**src/rtl/des_pkg.sv**
```systemverilog
// Shared DES key-schedule definitions: permutation tables, round count,
// default shift schedule, scheduler state encoding and bit-shuffling helpers.
// Table entries use DES numbering (1-based, bit 1 = MSB); the helpers
// translate them onto descending [N-1:0] vectors.
package des_pkg;

  localparam int DES_ROUNDS = 16;

  // Bit r-1 set => round r rotates by one position, otherwise by two.
  localparam logic [15:0] DEFAULT_SHIFT_SCHED = 16'h8103;

  typedef enum logic [0:0] {
    IDLE = 1'b0,
    RUN  = 1'b1
  } ks_state_e;

  // Permuted choice 1: 64-bit key -> 56-bit C||D, parity bits dropped.
  localparam logic [5:0] PC1_TAB [0:55] = '{
    6'd57, 6'd49, 6'd41, 6'd33, 6'd25, 6'd17, 6'd9,
    6'd1,  6'd58, 6'd50, 6'd42, 6'd34, 6'd26, 6'd18,
    6'd10, 6'd2,  6'd59, 6'd51, 6'd43, 6'd35, 6'd27,
    6'd19, 6'd11, 6'd3,  6'd60, 6'd52, 6'd44, 6'd36,
    6'd63, 6'd55, 6'd47, 6'd39, 6'd31, 6'd23, 6'd15,
    6'd7,  6'd62, 6'd54, 6'd46, 6'd38, 6'd30, 6'd22,
    6'd14, 6'd6,  6'd61, 6'd53, 6'd45, 6'd37, 6'd29,
    6'd21, 6'd13, 6'd5,  6'd28, 6'd20, 6'd12, 6'd4
  };

  // Permuted choice 2: 56-bit C||D -> 48-bit round subkey.
  localparam logic [5:0] PC2_TAB [0:47] = '{
    6'd14, 6'd17, 6'd11, 6'd24, 6'd1,  6'd5,
    6'd3,  6'd28, 6'd15, 6'd6,  6'd21, 6'd10,
    6'd23, 6'd19, 6'd12, 6'd4,  6'd26, 6'd8,
    6'd16, 6'd7,  6'd27, 6'd20, 6'd13, 6'd2,
    6'd41, 6'd52, 6'd31, 6'd37, 6'd47, 6'd55,
    6'd30, 6'd40, 6'd51, 6'd45, 6'd33, 6'd48,
    6'd44, 6'd49, 6'd39, 6'd56, 6'd34, 6'd53,
    6'd46, 6'd42, 6'd50, 6'd36, 6'd29, 6'd32
  };

  // DES bit n of a 64-bit key lives at vector index 64-n.
  function automatic logic [55:0] pc1(input logic [63:0] key);
    logic [55:0] cd;
    cd = 56'h0;
    for (int i = 0; i < 56; i++) begin
      cd[55 - i] = key[6'(7'd64 - {1'b0, PC1_TAB[i]})];
    end
    return cd;
  endfunction

  // Rotate one 28-bit half toward the MSB (left) or LSB (right) by 1 or 2.
  function automatic logic [27:0] rot28(input logic [27:0] x, input logic left,
                                        input logic single);
    logic [27:0] r;
    if (left) begin
      r = single ? {x[26:0], x[27]} : {x[25:0], x[27:26]};
    end else begin
      r = single ? {x[0], x[27:1]} : {x[1:0], x[27:2]};
    end
    return r;
  endfunction

  // C and D rotate independently; neither half spills into the other.
  function automatic logic [55:0] rot_cd(input logic [55:0] cd, input logic left,
                                         input logic single);
    return {rot28(cd[55:28], left, single), rot28(cd[27:0], left, single)};
  endfunction

endpackage

```
**src/rtl/des_key_sched_pc2.sv**
```systemverilog
// PC2 compression: selects 48 of the 56 C||D bits to form a round subkey.
module des_key_sched_pc2
  import des_pkg::*;
(
  input  logic [55:0] cd,
  output logic [47:0] subkey
);

  // Pure wiring permutation; DES bit n of C||D lives at index 56-n.
  always_comb begin
    subkey = 48'h0;
    for (int i = 0; i < 48; i++) begin
      subkey[47 - i] = cd[6'(7'd56 - {1'b0, PC2_TAB[i]})];
    end
  end

endmodule

```
**src/rtl/des_key_sched.sv**
```systemverilog
// Sequential DES key scheduler: streams K1..K16 (encrypt, left rotations)
// or K16..K1 (decrypt, right rotations) one subkey per rk handshake,
// computing each subkey on the fly from a single C||D register.
module des_key_sched
  import des_pkg::*;
#(
  parameter logic [15:0] SHIFT_SCHED = DEFAULT_SHIFT_SCHED,
  parameter bit          CLEAR_IDLE  = 1'b1
) (
  input  logic        clk,
  input  logic        rst_n,
  input  logic        key_valid,
  output logic        key_ready,
  input  logic [63:0] key_in,
  input  logic        decrypt,
  output logic        rk_valid,
  input  logic        rk_ready,
  output logic [47:0] rk_data,
  output logic [3:0]  rk_round,
  output logic        rk_last
);

  localparam logic [3:0] LAST_ROUND = 4'(DES_ROUNDS - 1);

  ks_state_e   state_r, state_s;
  logic        dir_r, dir_s;
  logic [55:0] cd_r, cd_s, cd_load_s;
  logic [3:0]  round_r, round_s;
  logic [47:0] subkey_s;
  logic        last_s;
  logic        key_parity_unused;

  // Parity bits (DES bits 8,16,..,64) never reach PC1.
  assign key_parity_unused = ^{key_in[56], key_in[48], key_in[40], key_in[32],
                               key_in[24], key_in[16], key_in[8],  key_in[0]};

  assign cd_load_s = pc1(key_in);

  // Last subkey of a stream depends on the direction captured at load time.
  assign last_s = (state_r == RUN) &&
                  (dir_r ? (round_r == 4'd0) : (round_r == LAST_ROUND));

  // Next-state: load on key accept, advance C||D and round only on rk handshake.
  always_comb begin
    state_s = state_r;
    dir_s   = dir_r;
    cd_s    = cd_r;
    round_s = round_r;
    case (state_r)
      IDLE: begin
        if (key_valid) begin
          state_s = RUN;
          dir_s   = decrypt;
          if (decrypt) begin
            // Total rotation over 16 rounds is 28, so C16||D16 equals C0||D0.
            cd_s    = cd_load_s;
            round_s = LAST_ROUND;
          end else begin
            cd_s    = rot_cd(cd_load_s, 1'b1, SHIFT_SCHED[0]);
            round_s = 4'd0;
          end
        end else begin
          state_s = IDLE;
        end
      end
      RUN: begin
        if (!rk_ready) begin
          state_s = RUN;
        end else if (last_s) begin
          state_s = IDLE;
        end else if (dir_r) begin
          // Undo the rotation that produced the current round's C||D.
          cd_s    = rot_cd(cd_r, 1'b0, SHIFT_SCHED[round_r]);
          round_s = round_r - 4'd1;
        end else begin
          // Apply the rotation belonging to the next round.
          cd_s    = rot_cd(cd_r, 1'b1, SHIFT_SCHED[round_r + 4'd1]);
          round_s = round_r + 4'd1;
        end
      end
      default: begin
        state_s = IDLE;
      end
    endcase
  end

  // State registers with synchronous active-low reset.
  always_ff @(posedge clk) begin
    if (!rst_n) begin
      state_r <= IDLE;
      dir_r   <= 1'b0;
      cd_r    <= 56'h0;
      round_r <= 4'd0;
    end else begin
      state_r <= state_s;
      dir_r   <= dir_s;
      cd_r    <= cd_s;
      round_r <= round_s;
    end
  end

  des_key_sched_pc2 u_pc2 (
    .cd     (cd_r),
    .subkey (subkey_s)
  );

  assign key_ready = (state_r == IDLE);
  assign rk_valid  = (state_r == RUN);
  assign rk_round  = round_r;
  assign rk_last   = last_s;
  assign rk_data   = (CLEAR_IDLE && !rk_valid) ? 48'h0 : subkey_s;

endmodule

```
**config.mk**
```make
export PLATFORM = sky130hd
export DESIGN_NAME = des_key_sched
export DESIGN_NICKNAME = d
export VERILOG_FILES = /design/src/rtl/des_pkg.sv /design/src/rtl/des_key_sched_pc2.sv /design/src/rtl/des_key_sched.sv
export SDC_FILE = /design/constraint.sdc
export NUM_CORES = 1
export LEC_CHECK = 0
export CAP_MARGIN = 20
export CORE_UTILIZATION = 52
export DETAILED_ROUTE_END_ITERATION = 6
export PLACE_DENSITY = 0.8
export SLEW_MARGIN = 40
export SYNTH_ARGS = -nofsm -noshare
export SYNTH_HDL_FRONTEND = slang
export SYNTH_SLANG_ARGS = --single-unit
```
**constraint.sdc**
```tcl
create_clock -name clk -period 2.6 [get_ports clk]
set_clock_uncertainty 0.2 [all_clocks]
set_input_delay 0.26 -clock clk [delete_from_list [all_inputs] [get_ports clk]]
set_output_delay 0.26 -clock clk [all_outputs]
set_load 0.01 [all_outputs]
```
# After elaboration in Yosys (flattened, before gate mapping)
# Memories as Yosys holds them, arrays and structs flattened. A register that Yosys moved wholly into a read port is not among the register bits.
# Index checks and enable logic that the tools add are counted.
[op_classes] bitwise_logic=1 muxes=26 n_eq_ne=4 n_reduce_logical=4 add_sub_neg=2 magnitude_cmp=2
[op_table] cell="$mux W56" count=5
[op_table] cell="$mux W28" count=4
[op_table] cell="$pmux W56 S2" count=1
[op_table] cell="$mux W48" count=1
[op_table] cell="$mux W4" count=7
[op_table] cell="$lt A4 B5 Y1 const B" count=2
[op_table] cell="$pmux W4 S2" count=1
[op_table] cell="$mux W1" count=6
[op_table] cell="$ne A2 B2 Y1 const B" count=3
[op_table] cell="$add A4 B1 Y4 const B" count=1
[op_table] cell="$eq A4 B4 Y1 const B" count=1
[op_table] cell="$logic_not A4 Y1" count=1
[op_table] cell="$sub A4 B1 Y4 const B" count=1
[op_table] cell="$reduce_and A3 Y1" count=1
[op_table] cell="$pmux W1 S2" count=1
[op_table] cell="$reduce_and A2 Y1" count=1
[op_table] cell="$logic_and A1 B1 Y1" count=1
[op_table] cell="$not A1 Y1" count=1
[totals] input_bits=69 mem_bits_ro=32 output_inout_bits=55 elab_cells=45 register_bits=62 memories=2
[mem_list] name="(name not given)" words=16 word_bits=1 rd=1 rd_ports_with_merged_regs=0 wr=0 line_no="des_key_sched.sv:77" rtl="cd_s = rot_cd(cd_r, 1'b1, SHIFT_SCHED[round_r + 4'd1]);"
[mem_list] name="(name not given)" words=16 word_bits=1 rd=1 rd_ports_with_merged_regs=1 wr=0 line_no="des_key_sched.sv:73" rtl="cd_s = rot_cd(cd_r, 1'b0, SHIFT_SCHED[round_r]);"

# Logic depth before layout (Yosys ltp)
[depth] word_depth=8 depth_mapped=10 ltp_nobuf=8

# By module
# A second synthesis with hierarchy kept.
[unflattened] hier_cells=737 area_unflattened_um2=5992.0
[by_module_without_submodules] mod="des_key_sched" seq_area_each_um2=1261.2 cells_each=689 instances=1 area_each_um2=5631.7
[by_module_without_submodules] mod="des_key_sched_pc2" seq_area_each_um2=0.0 cells_each=48 instances=1 area_each_um2=360.3

# Worst setup path after synthesis
# OpenSTA, ideal clock, no wires.
[synth_path] path_type="register to register" from="register round_r[0] (netlist: rk_round[0])" to="register cd_r[10]" path_buffers=2 arrival_time_ns=2.014 t_required_ns=2.340 setup_ns=0.060 path_slack_ns=0.326 path_stages_with_launch=10 period_less_slack_ns=2.274 cell_sequence="dfxtp_1 inv_1 ha_1 o31ai_1 o22ai_2 buf_4 buf_6 mux2i_1 o21ai_1 o2111a_1"
[synth_via] elab_chain_len=8 word_cells_on_any_way=14 classes_between="add/sub: 1; eq/ne: 2; mux: 7; reduce/logical: 3; memory: 1"
[synth_lines] item="start: declaration" line_no="des_key_sched.sv:28" rtl="logic [3:0] round_r, round_s;"
[synth_lines] item="start signal: assignment" line_no="des_key_sched.sv:98" rtl="round_r <= round_s;"
[synth_lines] item="$add A4 B1 Y4" line_no="des_key_sched.sv:77"
[synth_lines] item="$mem_v2 Z16 W1"
[synth_lines] item="$mux W1 (implied by the code)" line_no="des_key_sched.sv:77"
[synth_lines] item="$mux W28" line_no="des_pkg.sv:56" rtl="r = single ? {x[26:0], x[27]} : {x[25:0], x[27:26]};"
[synth_lines] item="$mux W56" line_no="des_key_sched.sv:71" rtl="end else if (dir_r) begin"
[synth_lines] item="$mux W56" line_no="des_key_sched.sv:69" rtl="end else if (last_s) begin"
[synth_lines] item="$mux W56" line_no="des_key_sched.sv:67" rtl="if (!rk_ready) begin"
[synth_lines] item="$pmux W56 S2" line_no="des_key_sched.sv:49" rtl="case (state_r)"
[synth_lines] item="end signal: assignment" line_no="des_key_sched.sv:97" rtl="cd_r <= cd_s;"
[synth_lines] item="end: declaration" line_no="des_key_sched.sv:27" rtl="logic [55:0] cd_r, cd_s, cd_load_s;"
# Several ways; a longest one is shown, not always the timed one. The select of a mux whose other input is x is not followed.
# A chain may end at the register's enable or synchronous reset.

# Worst setup path after layout
[layout_path] from="register round_r[1] (netlist: rk_round[1])" to="output rk_last"
[layout_via] elab_chain_len=3 word_cells_on_any_way=4 classes_between="eq/ne: 1; mux: 1; reduce/logical: 2"
[layout_lines] item="$eq A4 B4 Y1 or $logic_not A4 Y1 (tied branches)" line_no="des_key_sched.sv:41" rtl="(dir_r ? (round_r == 4'd0) : (round_r == LAST_ROUND));"
[layout_lines] item="$mux W1 (*)" line_no="des_key_sched.sv:41"
[layout_lines] item="$logic_and A1 B1 Y1 (*)" line_no="des_key_sched.sv:40" rtl="assign last_s = (state_r == RUN) &&"
[layout_lines] item="end: declaration" line_no="des_key_sched.sv:20" rtl="output logic rk_last"
# Mark *: on every way between the ends. The rest lies on a longest branch, timed or not.

==> flow_metrics.env <==
export IMPL_status="finished, final reports clean"
export IMPL_hold_viol=0
export IMPL_muxShareOfSynthArea=0.324
export IMPL_r2r_end="cd_r[7]"
export IMPL_crit_top_cell="nor2_1"
export IMPL_ant_nets=0
export IMPL_cts_buffers=9
export IMPL_dp_hpwl_um=9200
export IMPL_cts_setup_buffers=0
export IMPL_ys_ff_latch=63
export IMPL_num_vias=5086
export IMPL_synth_simple_area_share=0.100
export IMPL_cts_root_buf="clkbuf_8"
export IMPL_htree_levels=3
export IMPL_cts_resized=0
export IMPL_hold_depth=4
export IMPL_slew_headroom=0.510
export IMPL_cpPeakStageDelay_ns=0.54
export IMPL_vdd_drop_max_mv=0.290
export IMPL_syn_to_final_growth_pct=25.0
export IMPL_die_y_um=105
export IMPL_reg2reg_slack_ns=0.18
export IMPL_yosys_cell_types_count=43
export IMPL_num_nets_final=779
export IMPL_fillers=841
export IMPL_cts_sinks=63
export IMPL_r2r_start="rk_round[0]"
export IMPL_worstMarginPinSlew_ns=0.735
export IMPL_finalWirelength_um=14200
export IMPL_first_pass_iters=4
export IMPL_fin_tns_setup_ns=0
export IMPL_grt_overflow=0
export IMPL_worstSkewPairLatency_ns=0.34
export IMPL_fmaxAchievable_mhz=402
export IMPL_ctsHoldBuffers=0
export IMPL_synth_compound_area_frac=0.273
export IMPL_setup_violations=0
export IMPL_cpMaxStageDelayCell="clkdlybuf4s50_1"
export IMPL_regArea_um2=1270
export IMPL_coreArea_um2=10300
export IMPL_avgSynthCellArea_um2=8.68
export IMPL_yosysWarnings=0
export IMPL_final_util=0.665
export IMPL_grtUsageTotal=0.255
export IMPL_min_delay_start="decrypt"
export IMPL_place_ws_ns=0.197
export IMPL_synthesis_nets=703
export IMPL_die_w_um=105
export IMPL_startpoint_type="flip-flop"
export IMPL_power_density_nw_per_um2=489
export IMPL_drv_slew=0
export IMPL_grt_pass1_wl_um=23400
export IMPL_whs_endpoint="cd_r[41]"
export IMPL_rows=37
export IMPL_drive_gt1_frac=0.142
export IMPL_rsz0062_at_grt="false"
export IMPL_grt_max_degree=114
export IMPL_grt_pass1_vias=4871
export IMPL_p_leak_uw=0.00308
export IMPL_hold_path_class="in2reg"
export IMPL_clkTransAtPathRegs_ns=0.08
export IMPL_gp_congestion=0.830
export IMPL_wl_per_cell_um=16.7
export IMPL_synth_xor_area_frac=0.00160
export IMPL_r2r_cells=8
export IMPL_timing_final_ws_setup_ns=0.115
export IMPL_yosysSeqAreaShare=0.231
export IMPL_synthCells=630
export IMPL_synth_adder_area_share=0.00915
export IMPL_crit_type="reg2out"
export IMPL_start_util=0.532
export IMPL_post_drt_via_cell_ratio=6.00
export IMPL_boundaryPins=124
export IMPL_worstPathCellList="buf_4 > ha_2 > and4b_1 > nor2_1 > nor2_1 > clkdlybuf4s50_1"
export IMPL_io_buffer_count=115
export IMPL_antenna_found_initial=0
export IMPL_required_ns=2.14
export IMPL_drt_iter0_markers=284
export IMPL_cts_tree="done"
export IMPL_die_area_um2=10900
export IMPL_synth_area_um2=5470
export IMPL_worstPathMaxFanout=7
export IMPL_cp_end_kind="output pin"
export IMPL_period_minus_slack_ns=2.48
export IMPL_synth_top_family_by_area="multiplexers"
export IMPL_clock_path_buffers=2
export IMPL_post_route_drc_count=0
export IMPL_worstPathArrival_ns=2.02
export IMPL_drv_cap=0
export IMPL_layout_common_cells="mux2i_1, clkdlybuf4s50_1, a21oi_1"
export IMPL_timing_final_crit_share=0.956
export IMPL_n_antenna_cell=0
export IMPL_multiInputGateArea_um2=3890
==> where the power goes <==
part           switching [µW]  total (µW)  internal, µW
sequential                161        1230          1070
clock                     425         771           346
combinational             627        1340           711
==> per-stage QoR <==
stage	instance area, µm²	instances	hold slack (ns)	total power, µW
3_3_place_gp	6660	831	0.350	2540
6_report	6840	847	0.308	3340
4_1_cts	6840	847	0.304	3340
3_5_place_dp	6660	831	0.369	2580
5_1_grt	6840	847	0.332	3520
2_1_floorplan	5470	630	0.168	2200
==> how the worst max path moves through the flow <==
| stage | start | to | slack, ns | cells after the start |
|---|---|---|---|---|
| after floorplan | rk_round[0] | cd_r[10] | 0.33 | 9 |
| after global placement | rk_round[0] | cd_r[6] | 0.32 | 9 |
| after detailed placement | rk_round[0] | cd_r[7] | 0.20 | 8 |
| after CTS | rk_round[1] | rk_last | 0.06 | 6 |
| after global routing | rk_round[1] | rk_last | 0.03 | 6 |
| final | rk_round[1] | rk_last | 0.12 | 6 |
==> flip-flops by register name, summed over array words and instances (netlist names), named ones only <==
signal / count
rk_round: 4
cd_r: 56
rk_valid: 1
dir_r: 1
==> cell families after synthesis <==
| logic type | Yosys count |
|---|---|
| xor+xnor | 1 |
| compound gates | 224 |
| simple gates | 98 |
| mux | 170 |
| fa+ha+maj | 4 |
| flops | 63 |
| buf+inv | 70 |
==> worst max-delay path, delay by kind of cell (launching register included) <==
family	cells	cell delay, ns
buf+inv	2	0.68
simple gates	3	0.44
flops	1	0.34
fa+ha+maj	1	0.22
==> layout make-up <==
cell class / instances / share of cell area
inverters: 5 / 0.00274
multi-input cells: 497 / 0.570
clock inverters: 7 / 0.00714
well taps: 136 / 0.0249
clock buffers: 9 / 0.0181
flip-flops and latches: 63 / 0.185
repair buffers: 130 / 0.192
==> cells in the mapped netlist, drive strengths merged <==
master,n,share of area
a21oi,96,0.091
clkbuf,38,0.026
inv,5,0.0034
nand2b,1,0.0011
o211ai,1,0.0014
xnor2,1,0.0016
dfxtp,63,0.23
and2,49,0.056
a21o,1,0.0014
mux2,56,0.12
nand3,3,0.0027
o2111a,22,0.045
o21a,1,0.0014
or3,1,0.0011
o22ai,2,0.0046
ha,4,0.0091
nor2b,1,0.0011
and4b,1,0.0018
or2,2,0.0027
a211o,1,0.0016
o211a,34,0.062
a31oi,2,0.0023
a211oi,1,0.0023
nor2,6,0.0041
or4b,1,0.0018
mux2i,114,0.21
o21ai,60,0.055
buf,27,0.032
and3,3,0.0034
o31ai,2,0.0027
nor3,2,0.0018
a221oi,1,0.0016
and4bb,1,0.0023
nand2,25,0.017
nor3b,1,0.0014
nand4b,1,0.0016
==> layer usage <==
metal / part of all wire / up-vias / GRT usage / wire (µm)
li1: - / 2498 / - / -
met1: 0.46 / 2415 / 0.337 / 6590
met2: 0.47 / 160 / 0.434 / 6700
met3: 0.053 / 13 / 0.0356 / 752
met4: 0.0097 / 0 / 0.0694 / 138
met5: 0 / - / 0 / 0
No activity file was read; power rests on OpenSTA's default activity.
